File: src/rtl/gpu_pkg.sv
// gpu_pkg: shared command-word layout, opcodes and screen defaults for sprite slots
package gpu_pkg;
  localparam int CMD_W = 27;
  localparam int OP_HI = 26;
  localparam int OP_LO = 23;
  localparam int PL_W = 23;
  localparam int POS_X_LO = 10;
  localparam int POS_Y_LO = 0;
  localparam int SIZE_W_LO = 6;
  localparam int SIZE_H_LO = 0;
  localparam int COLOUR_LO = 0;
  localparam int ENABLE_BIT = 0;
  localparam int VEL_X_LO = 8;
  localparam int VEL_Y_LO = 0;
  localparam int SCREEN_W_DEF = 640;
  localparam int SCREEN_H_DEF = 480;
  typedef enum logic [3:0] {
    OP_NOP        = 4'd0,
    OP_SET_POS    = 4'd1,
    OP_SET_SIZE   = 4'd2,
    OP_SET_COLOUR = 4'd3,
    OP_SET_ENABLE = 4'd4,
    OP_SET_VEL    = 4'd5
  } opcode_e;
endpackage

File: src/rtl/sprite_wrap_add.sv
// sprite_wrap_add: 10-bit coordinate plus signed 8-bit delta, wrapped once into [0, MOD)
module sprite_wrap_add #(
  parameter int MOD = 640
) (
  input  logic        [9:0] coord,
  input  logic signed [7:0] delta,
  output logic        [9:0] sum
);
  localparam logic signed [10:0] M = 11'(MOD);
  logic signed [10:0] s;
  assign s = $signed({1'b0, coord}) + $signed({{3{delta[7]}}, delta});
  assign sum = 10'(s < 11'sd0 ? s + M : (s >= M ? s - M : s));
endmodule

File: src/rtl/sprite_controller.sv
// sprite_controller: per-slot sprite registers, per-frame motion with wrap, registered pixel hit (optional SPRITE_SHADOW_EN double-buffering)
module sprite_controller
  import gpu_pkg::*;
#(
  parameter int SCREEN_W = SCREEN_W_DEF,
  parameter int SCREEN_H = SCREEN_H_DEF
) (
  input  logic             Clk,
  input  logic             Reset,
  input  logic             Write,
  input  logic [CMD_W-1:0] DataIn,
  input  logic             FrameStart,
  input  logic [9:0]       PixelX,
  input  logic [9:0]       PixelY,
  output logic             PixelHit,
  output logic [7:0]       PixelColour
);
  logic [3:0] op;
  logic [PL_W-1:0] pl;
  logic unused_pl;
  logic [9:0] x, y, nx, ny, new_x, new_y;
  logic [5:0] w, h;
  logic [7:0] colour;
  logic en;
  logic signed [7:0] vx, vy, step_vx, step_vy;
  logic pos_ok, wr_size, wr_col, wr_en, wr_vel, hit;
  assign op = DataIn[OP_HI:OP_LO];
  assign pl = DataIn[PL_W-1:0];
  assign unused_pl = ^pl[22:20];
  assign new_x = pl[POS_X_LO +: 10];
  assign new_y = pl[POS_Y_LO +: 10];
  assign pos_ok = Write && op == OP_SET_POS && new_x < 10'(SCREEN_W) && new_y < 10'(SCREEN_H);
  assign wr_size = Write && op == OP_SET_SIZE;
  assign wr_col = Write && op == OP_SET_COLOUR;
  assign wr_en = Write && op == OP_SET_ENABLE;
  assign wr_vel = Write && op == OP_SET_VEL;
  sprite_wrap_add #(.MOD(SCREEN_W)) u_wrap_x (.coord(x), .delta(step_vx), .sum(nx));
  sprite_wrap_add #(.MOD(SCREEN_H)) u_wrap_y (.coord(y), .delta(step_vy), .sum(ny));
`ifdef SPRITE_SHADOW_EN
  logic [9:0] sx, sy;
  logic [5:0] sw, sh;
  logic [7:0] sc;
  logic se, pend;
  logic signed [7:0] svx, svy;
  assign step_vx = svx;
  assign step_vy = svy;
  // Shadow capture; pend marks a position that replaces the next frame's step
  always_ff @(posedge Clk or posedge Reset) begin
    if (Reset) begin
      {sx, sy, sw, sh, sc, se, svx, svy, pend} <= '0;
    end else begin
      if (pos_ok) begin
        sx <= new_x;
        sy <= new_y;
      end
      if (wr_size) begin
        sw <= pl[SIZE_W_LO +: 6];
        sh <= pl[SIZE_H_LO +: 6];
      end
      if (wr_col) sc <= pl[COLOUR_LO +: 8];
      if (wr_en) se <= pl[ENABLE_BIT];
      if (wr_vel) begin
        svx <= pl[VEL_X_LO +: 8];
        svy <= pl[VEL_Y_LO +: 8];
      end
      pend <= pos_ok | (pend & ~FrameStart);
    end
  end
  // Commit shadow at frame start; committed velocity drives the step unless a position was committed
  always_ff @(posedge Clk or posedge Reset) begin
    if (Reset) begin
      {x, y, w, h, colour, en, vx, vy} <= '0;
    end else if (FrameStart) begin
      w <= sw;
      h <= sh;
      colour <= sc;
      en <= se;
      vx <= svx;
      vy <= svy;
      x <= pend ? sx : nx;
      y <= pend ? sy : ny;
    end
  end
`else
  assign step_vx = vx;
  assign step_vy = vy;
  // Direct register writes; a written position overrides the frame step
  always_ff @(posedge Clk or posedge Reset) begin
    if (Reset) begin
      {x, y, w, h, colour, en, vx, vy} <= '0;
    end else begin
      if (FrameStart) begin
        x <= nx;
        y <= ny;
      end
      if (pos_ok) begin
        x <= new_x;
        y <= new_y;
      end
      if (wr_size) begin
        w <= pl[SIZE_W_LO +: 6];
        h <= pl[SIZE_H_LO +: 6];
      end
      if (wr_col) colour <= pl[COLOUR_LO +: 8];
      if (wr_en) en <= pl[ENABLE_BIT];
      if (wr_vel) begin
        vx <= pl[VEL_X_LO +: 8];
        vy <= pl[VEL_Y_LO +: 8];
      end
    end
  end
`endif
  assign hit = en
    && {1'b0, PixelX} >= {1'b0, x} && {1'b0, PixelX} <= {1'b0, x} + {5'b0, w}
    && {1'b0, PixelY} >= {1'b0, y} && {1'b0, PixelY} <= {1'b0, y} + {5'b0, h};
  // Hit flag and colour, one cycle behind the scan position
  always_ff @(posedge Clk or posedge Reset) begin
    if (Reset) begin
      PixelHit <= 1'b0;
      PixelColour <= '0;
    end else begin
      PixelHit <= hit;
      PixelColour <= hit ? colour : '0;
    end
  end
endmodule

File: config.mk
export PLATFORM = sky130hd
export DESIGN_NAME = sprite_controller
export DESIGN_NICKNAME = d
export VERILOG_FILES = /design/src/rtl/gpu_pkg.sv /design/src/rtl/sprite_wrap_add.sv /design/src/rtl/sprite_controller.sv
export SDC_FILE = /design/constraint.sdc
export NUM_CORES = 1
export LEC_CHECK = 0
export ABC_AREA = 1
export ABC_CLOCK_PERIOD_IN_PS = 4100
export CELL_PAD_IN_SITES_DETAIL_PLACEMENT = 2
export CELL_PAD_IN_SITES_GLOBAL_PLACEMENT = 2
export CORE_AREA = 2 2 134 162
export DETAILED_ROUTE_END_ITERATION = 8
export DIE_AREA = 0 0 136 164
export PLACE_DENSITY = 0.77
export SKIP_CTS_REPAIR_TIMING = 1
export SYNTH_ARGS = -nofsm -noshare
export SYNTH_HDL_FRONTEND = slang
export SYNTH_HIERARCHICAL = 1
export SYNTH_SLANG_ARGS = --single-unit
File: constraint.sdc
create_clock -name Clk -period 4.1 [get_ports Clk]
set_input_delay 1.23 -clock Clk [delete_from_list [all_inputs] [get_ports Clk]]
set_output_delay 1.23 -clock Clk [all_outputs]
set_load 0.02 [all_outputs]
[Word-level counts from Yosys, hierarchy flattened]
Index checks and enable logic that the tools add are counted.
Cells by class
  $add $sub $neg: 8
  order comparisons: 10
  eq/ne operators: 5
  mux-type cells: 9
  reductions and logical operators: 12
Operator list (number)
  10-bit two-way mux: 8
  10-bit by 6-bit adder with 11-bit output: 2
  11-bit by 8-bit adder with 11-bit output: 2
  10-bit by 11-bit <= comparator with 1-bit output: 2
  11-bit by 1-bit < comparator with 1-bit output, second input constant: 2
  10-bit adder, second input constant: 2
  10-bit >= comparator: 2
  10-bit subtractor, second input constant: 2
  11-bit by 10-bit >= comparator with 1-bit output, second input constant: 1
  11-bit >= comparator, second input constant: 1
  1-bit logical AND: 11
  10-bit < comparator, second input constant: 1
  10-bit by 9-bit < comparator with 1-bit output, second input constant: 1
  4-bit by 2-bit == test with 1-bit output, second input constant: 2
  4-bit by 3-bit == test with 1-bit output, second input constant: 2
  8-bit two-way mux: 1
  4-bit by 1-bit == test with 1-bit output, second input constant: 1
  2-bit nonzero test: 1
Storage, ports and cells
  bits in registers: 66
  bits of input ports: 51
  output and inout bits: 9
  word-level logic and storage cells: 54

[Logic depth before layout (Yosys ltp)]
  depth in word-level cells: 6
  mapped depth: 20
  gate-level depth less buffers: 20

[By module]
The synthesis kept the hierarchy.
Modules (own cells, without submodules)
  sprite_controller: instances 1, cells an instance 517, area an instance 4340.4 µm², seq. area each 1651.6 µm²
  sprite_wrap_add (u_wrap_x): instances 1, cells an instance 172, area an instance 922.1 µm², seq. area each 0.0 µm²
  sprite_wrap_add (u_wrap_y): instances 1, cells an instance 148, area an instance 898.4 µm², seq. area each 0.0 µm²

[Worst setup path before layout]
No wires, ideal clock.
  path kind: reg2reg
  start: register y[0]
  end: register y[6]
  setup time: 0.137 ns
  arrival: 2.337 ns
  data required time: 3.963 ns
  setup slack: 1.626 ns
  cell stages (with the launch flop): 20
  buffers on the path: 0
  period minus slack after synthesis: 2.474 ns
  path through: dfrtp_1 ha_1 fa_1 nand2_1 nand2_2 nand3_2 nand2_2 nand2_1 nand2_2 ha_1 nand3_1 nor2_2 nor2_4 nand2_4 nor2_2 nand2_1 nand2_1 nor2_1 nand3_1 o221ai_1
On the way
  cells in the longest elaborated chain, start to end: 6
  elaborated cells on any way between the ends: 9
  classes of those cells: add/sub (3); order compare (2); mux (4)
Ends and longest elaborated chain
  start, declared: line sprite_controller.sv:21  | logic [9:0] x, y, nx, ny, new_x, new_y;
  start signal, assigned: line sprite_controller.sv:94  | y <= ny;
  start signal, assigned: line sprite_controller.sv:98  | y <= new_y;
  11-bit by 8-bit adder with 11-bit output *: line sprite_wrap_add.sv:11  | assign s = $signed({1'b0, coord}) + $signed({{3{delta[7]}}, delta});
  10-bit subtractor or 11-bit by 10-bit >= comparator with 1-bit output (tied branches): line sprite_wrap_add.sv:12  | assign sum = 10'(s < 11'sd0 ? s + M : (s >= M ? s - M : s));
  10-bit two-way mux: line sprite_wrap_add.sv:12
  10-bit two-way mux *: line sprite_wrap_add.sv:12
  named net ny[6]: line sprite_controller.sv:21
  10-bit two-way mux *: line sprite_controller.sv:92  | if (FrameStart) begin
  10-bit two-way mux *: line sprite_controller.sv:96  | if (pos_ok) begin
Mark *: on every way through the listed nets, which the timed path passes. The rest lies on a longest branch. The select of a mux whose other input is x is not followed.
A chain may end at the register's enable or synchronous reset.

[Worst setup path in the final report]
  start: register x[2]
  end: register PixelColour[4]
On the way
  cells in the longest elaborated chain, start to end: 6
  elaborated cells on any way between the ends: 8
  classes of those cells: add/sub (1); order compare (2); mux (1); reduce/logical (4)
Ends and longest elaborated chain
  start, declared: line sprite_controller.sv:21
  start signal, assigned: line sprite_controller.sv:93  | x <= nx;
  start signal, assigned: line sprite_controller.sv:97  | x <= new_x;
  10-bit by 6-bit adder with 11-bit output or 10-bit >= comparator (tied branches): line sprite_controller.sv:114  | && {1'b0, PixelX} >= {1'b0, x} && {1'b0, PixelX} <= {1'b0, x} + {5'b0, w}
  10-bit by 11-bit <= comparator with 1-bit output or 1-bit logical AND (tied branches): line sprite_controller.sv:114
  1-bit logical AND *: line sprite_controller.sv:114
  1-bit logical AND * (2 in series): line sprite_controller.sv:115  | && {1'b0, PixelY} >= {1'b0, y} && {1'b0, PixelY} <= {1'b0, y} + {5'b0, h};
  8-bit two-way mux *: line sprite_controller.sv:123  | PixelColour <= hit ? colour : '0;
  end signal, assigned: line sprite_controller.sv:123
  end, declared: line sprite_controller.sv:16  | output logic [7:0] PixelColour
Mark *: on every way between the ends. The rest lies on a longest branch, timed or not.

==> out/qor.yml <==
synth:
  synthArstFlopShare_pct: 100
  syn-instance-count: 837
  syn-mean-instance-area_sq_um: 7.36
  ys.flop_type: "dfrtp_1"
  synth_nets: 968
  synth_area_leaders: "dfrtp_1 27%, ha_1 15%, nand2_1 12%"
  synth_area_leader_cell: "dfrtp_1"
  yosysUniqueCellTypes: 50
  ys_warn_count: 6
  seq_area_frac_synth_pct: 26.8
  synth_area_sq_um: 6160
  synth_top_area_share_pct: 26.8
  synth_edf_count: 0
  ys_ff_latch: 66
sta:
  hold_viol: 0
  rsz0062_at_grt: "false"
  maxSlewHeadroom_pct: 50.9
  period_share_pct: 76.2
  skew_ps: 12.2
  finalMaxSlewViolations: 0
  setup_viol: 0
  period_minus_slack_ps: 3120
  fin_ws_ps: 977
  tightestPinTransition_ps: 735
  max_freq_mhz: 320
  fin_setup_tns_ps: 0
place:
  place_worst_setup_slack_ps: 765
  gp_congestion: 0.791
  dp_hpwl_microns: 16600
  port-buffer-count: 56
job:
  drv_cap: 0
power_and_ir_drop:
  p_switching_w: 0.00285
  p_int_w: 0.00262
  combPwrFrac_pct: 67.4
  ir_drop_uv: 303
  p_leak_nw: 3.63
  p_clk_share_pct: 13.9
  p_seq_share_pct: 18.7
  swShare_pct: 52.1
  power_density_nw_per_um2: 747
clocking:
  cts_buffers: 9
  h-tree-depth: 3
  clock_path_buffers: 2
  cts_tree: "built"
  clk_latency_ps: 350
  ctsRootBufferMaster: "clkbuf_16"
  clkTransAtPathRegs_ps: 70
  clock-sinks: 66
setup_path:
  slowest_delay_ps: 420
  cp-endpoint: "PixelColour[4]"
  r2r_end: "PixelColour[4]"
  required_ps: 4360
  startpoint: "x[2]"
  critPathBufInv: 0
  critPathTopFamily: "simple AND/OR/NAND/NOR gates"
  cp-end-kind: "flop"
  path_class: "reg -> reg"
  cp_common_cell: "nand2_1"
  cp_num_cells: 13
  path_cells: "ha_1 -> nand2_1 -> o21ai_0 -> nand4_1 -> o211ai_1 -> xor2_1 -> ha_1 -> nand2_1 -> nor4_1 -> a21oi_1 -> nand2_1 -> nand3_4 -> nor2_1"
  r2r-start: "x[2]"
  critPathMaxFanout: 9
  rrSetupSlack_ps: 980
  reg2regPathDepth: 13
  slowest_stage: "dfrtp_1"
  arrival_ps: 3390
  start_kind: "flop"
grt:
  grt_use_total_pct: 18.8
  antenna_found_initial: 0
  grt_first_pass_wirelength_microns: 32600
  grt_pass1_vias: 6412
  grt_max_degree: 25
  gr-total-overflow: 0
cells_and_area:
  final_common_cell: "nand2_1"
  layout-drive-gt1-share_pct: 10.7
  final_cell_mix: "197 x nand2_1, 114 x inv_1, 78 x nand3_1, 76 x ha_1, 66 x dfrtp_1"
  diodes: 0
  fillCellCount: 2499
  final_net_count: 1030
  area_growth_pct: 18.9
min_path:
  hold_path_class: "reg -> reg"
floorplanning:
  rows: 58
  die_area_sq_um: 22300
  pin_count: 60
  die_x_microns: 136
  initial_core_util_pct: 29.7
  coreArea_sq_um: 20800
  die_height_microns: 164
outcome:
  status: "completed"
routing:
  first_iter_violations: 168
  drt-vias-per-instance: 4.91
  wire_per_inst_microns: 16.7
  final_antenna_net_count: 0
  finalWirelength_microns: 19600
  route.detailed.drc: 0
  firstDrtPassIters: 4
  num_vias: 5764
==> state kept, by name, indices dropped and copies added (netlist names), 6 cells and up <==
name / count
y: 10
w: 6
step_vy: 8
x: 10
PixelColour: 8
colour: 8
h: 6
step_vx: 8
==> cell families after synthesis <==
kind of cell	Yosys count	synth area share (%)
mux	10	1.83
fa+ha+maj	80	16.7
xor+xnor	21	3.29
simple gates	418	32.0
flops	66	26.8
buf+inv	135	8.69
compound gates	107	10.6
==> worst min path at each step <==
stage	to	slack, ps	start	cells past startpoint
2_1_floorplan	colour[0]	450	colour[0]	2
3_3_place_gp	colour[3]	470	colour[3]	2
3_5_place_dp	colour[2]	480	colour[2]	2
4_1_cts	colour[2]	490	colour[2]	2
5_1_grt	colour[3]	520	colour[3]	2
6_report	colour[2]	490	colour[2]	2
==> routing by layer <==
layer  global-route usage (%)  vias to the layer above  wire (microns)
li1                         -                     2879               -
met1                     20.6                     2822            7870
met2                     36.8                       40           11000
met3                     2.28                       23             290
met4                     6.16                        0             467
met5                        0                        -               0
==> metrics by stage <==
step	util [%]	std cells	hold WS, ps	cell area, sq um	power, W
floorplan	-	837	453	6160	0.00371
global placement	33.9	1158	470	7040	0.00466
detailed placement	33.9	1158	480	7040	0.00481
CTS	35.3	1174	492	7330	0.00560
global route	35.3	1174	523	7330	0.00612
finish	35.3	1174	487	7330	0.00547
==> cells in the mapped netlist, types with 3 or more instances <==
library cell / number
nand2_1: 197
inv_1: 115
nand3_1: 78
ha_1: 76
dfrtp_1: 66
nor2_1: 65
a21oi_1: 43
o21ai_0: 26
nand2_2: 22
xor2_1: 18
o211ai_1: 12
nand4_1: 11
mux2_2: 10
nor2_2: 8
nor3_1: 8
o221ai_1: 7
inv_2: 6
nand2_4: 6
nand3_2: 6
a21o_1: 4
buf_2: 4
fa_1: 4
nand3b_1: 4
nor2_4: 3
o21bai_1: 3
==> worst register-to-register path: stages (launching register included) <==
cell and delay, ps:
dfrtp_1 420, ha_1 380, nand2_1 100, o21ai_0 370
nand4_1 130, o211ai_1 140, xor2_1 120, ha_1 290
nand2_1 60, nor4_1 370, a21oi_1 70, nand2_1 240
nand3_4 170, nor2_1 150
==> power by group through the flow <==
stage / registers, W / clock network (W) / logic, W
global placement: 0.00103 / 0 / 0.00363
global route: 0.00105 / 0.000802 / 0.00426
CTS: 0.00103 / 0.000773 / 0.00380
detailed placement: 0.00104 / 0 / 0.00377
floorplan: 0.000975 / 0 / 0.00274
finish: 0.00103 / 0.000760 / 0.00369
==> cell type report <==
| class | instances | area, sq um | share of cell area, % |
|---|---|---|---|
| flip-flops and latches | 66 | 1650 | 22.5 |
| multi-input cells | 636 | 3970 | 54.2 |
| repair buffers | 62 | 606 | 8.27 |
| well taps | 270 | 338 | 4.61 |
| inverters | 124 | 467 | 6.37 |
| clock buffers | 11 | 253 | 3.45 |
| clock inverters | 5 | 38.8 | 0.529 |
Power figures use the tool's default switching activity.
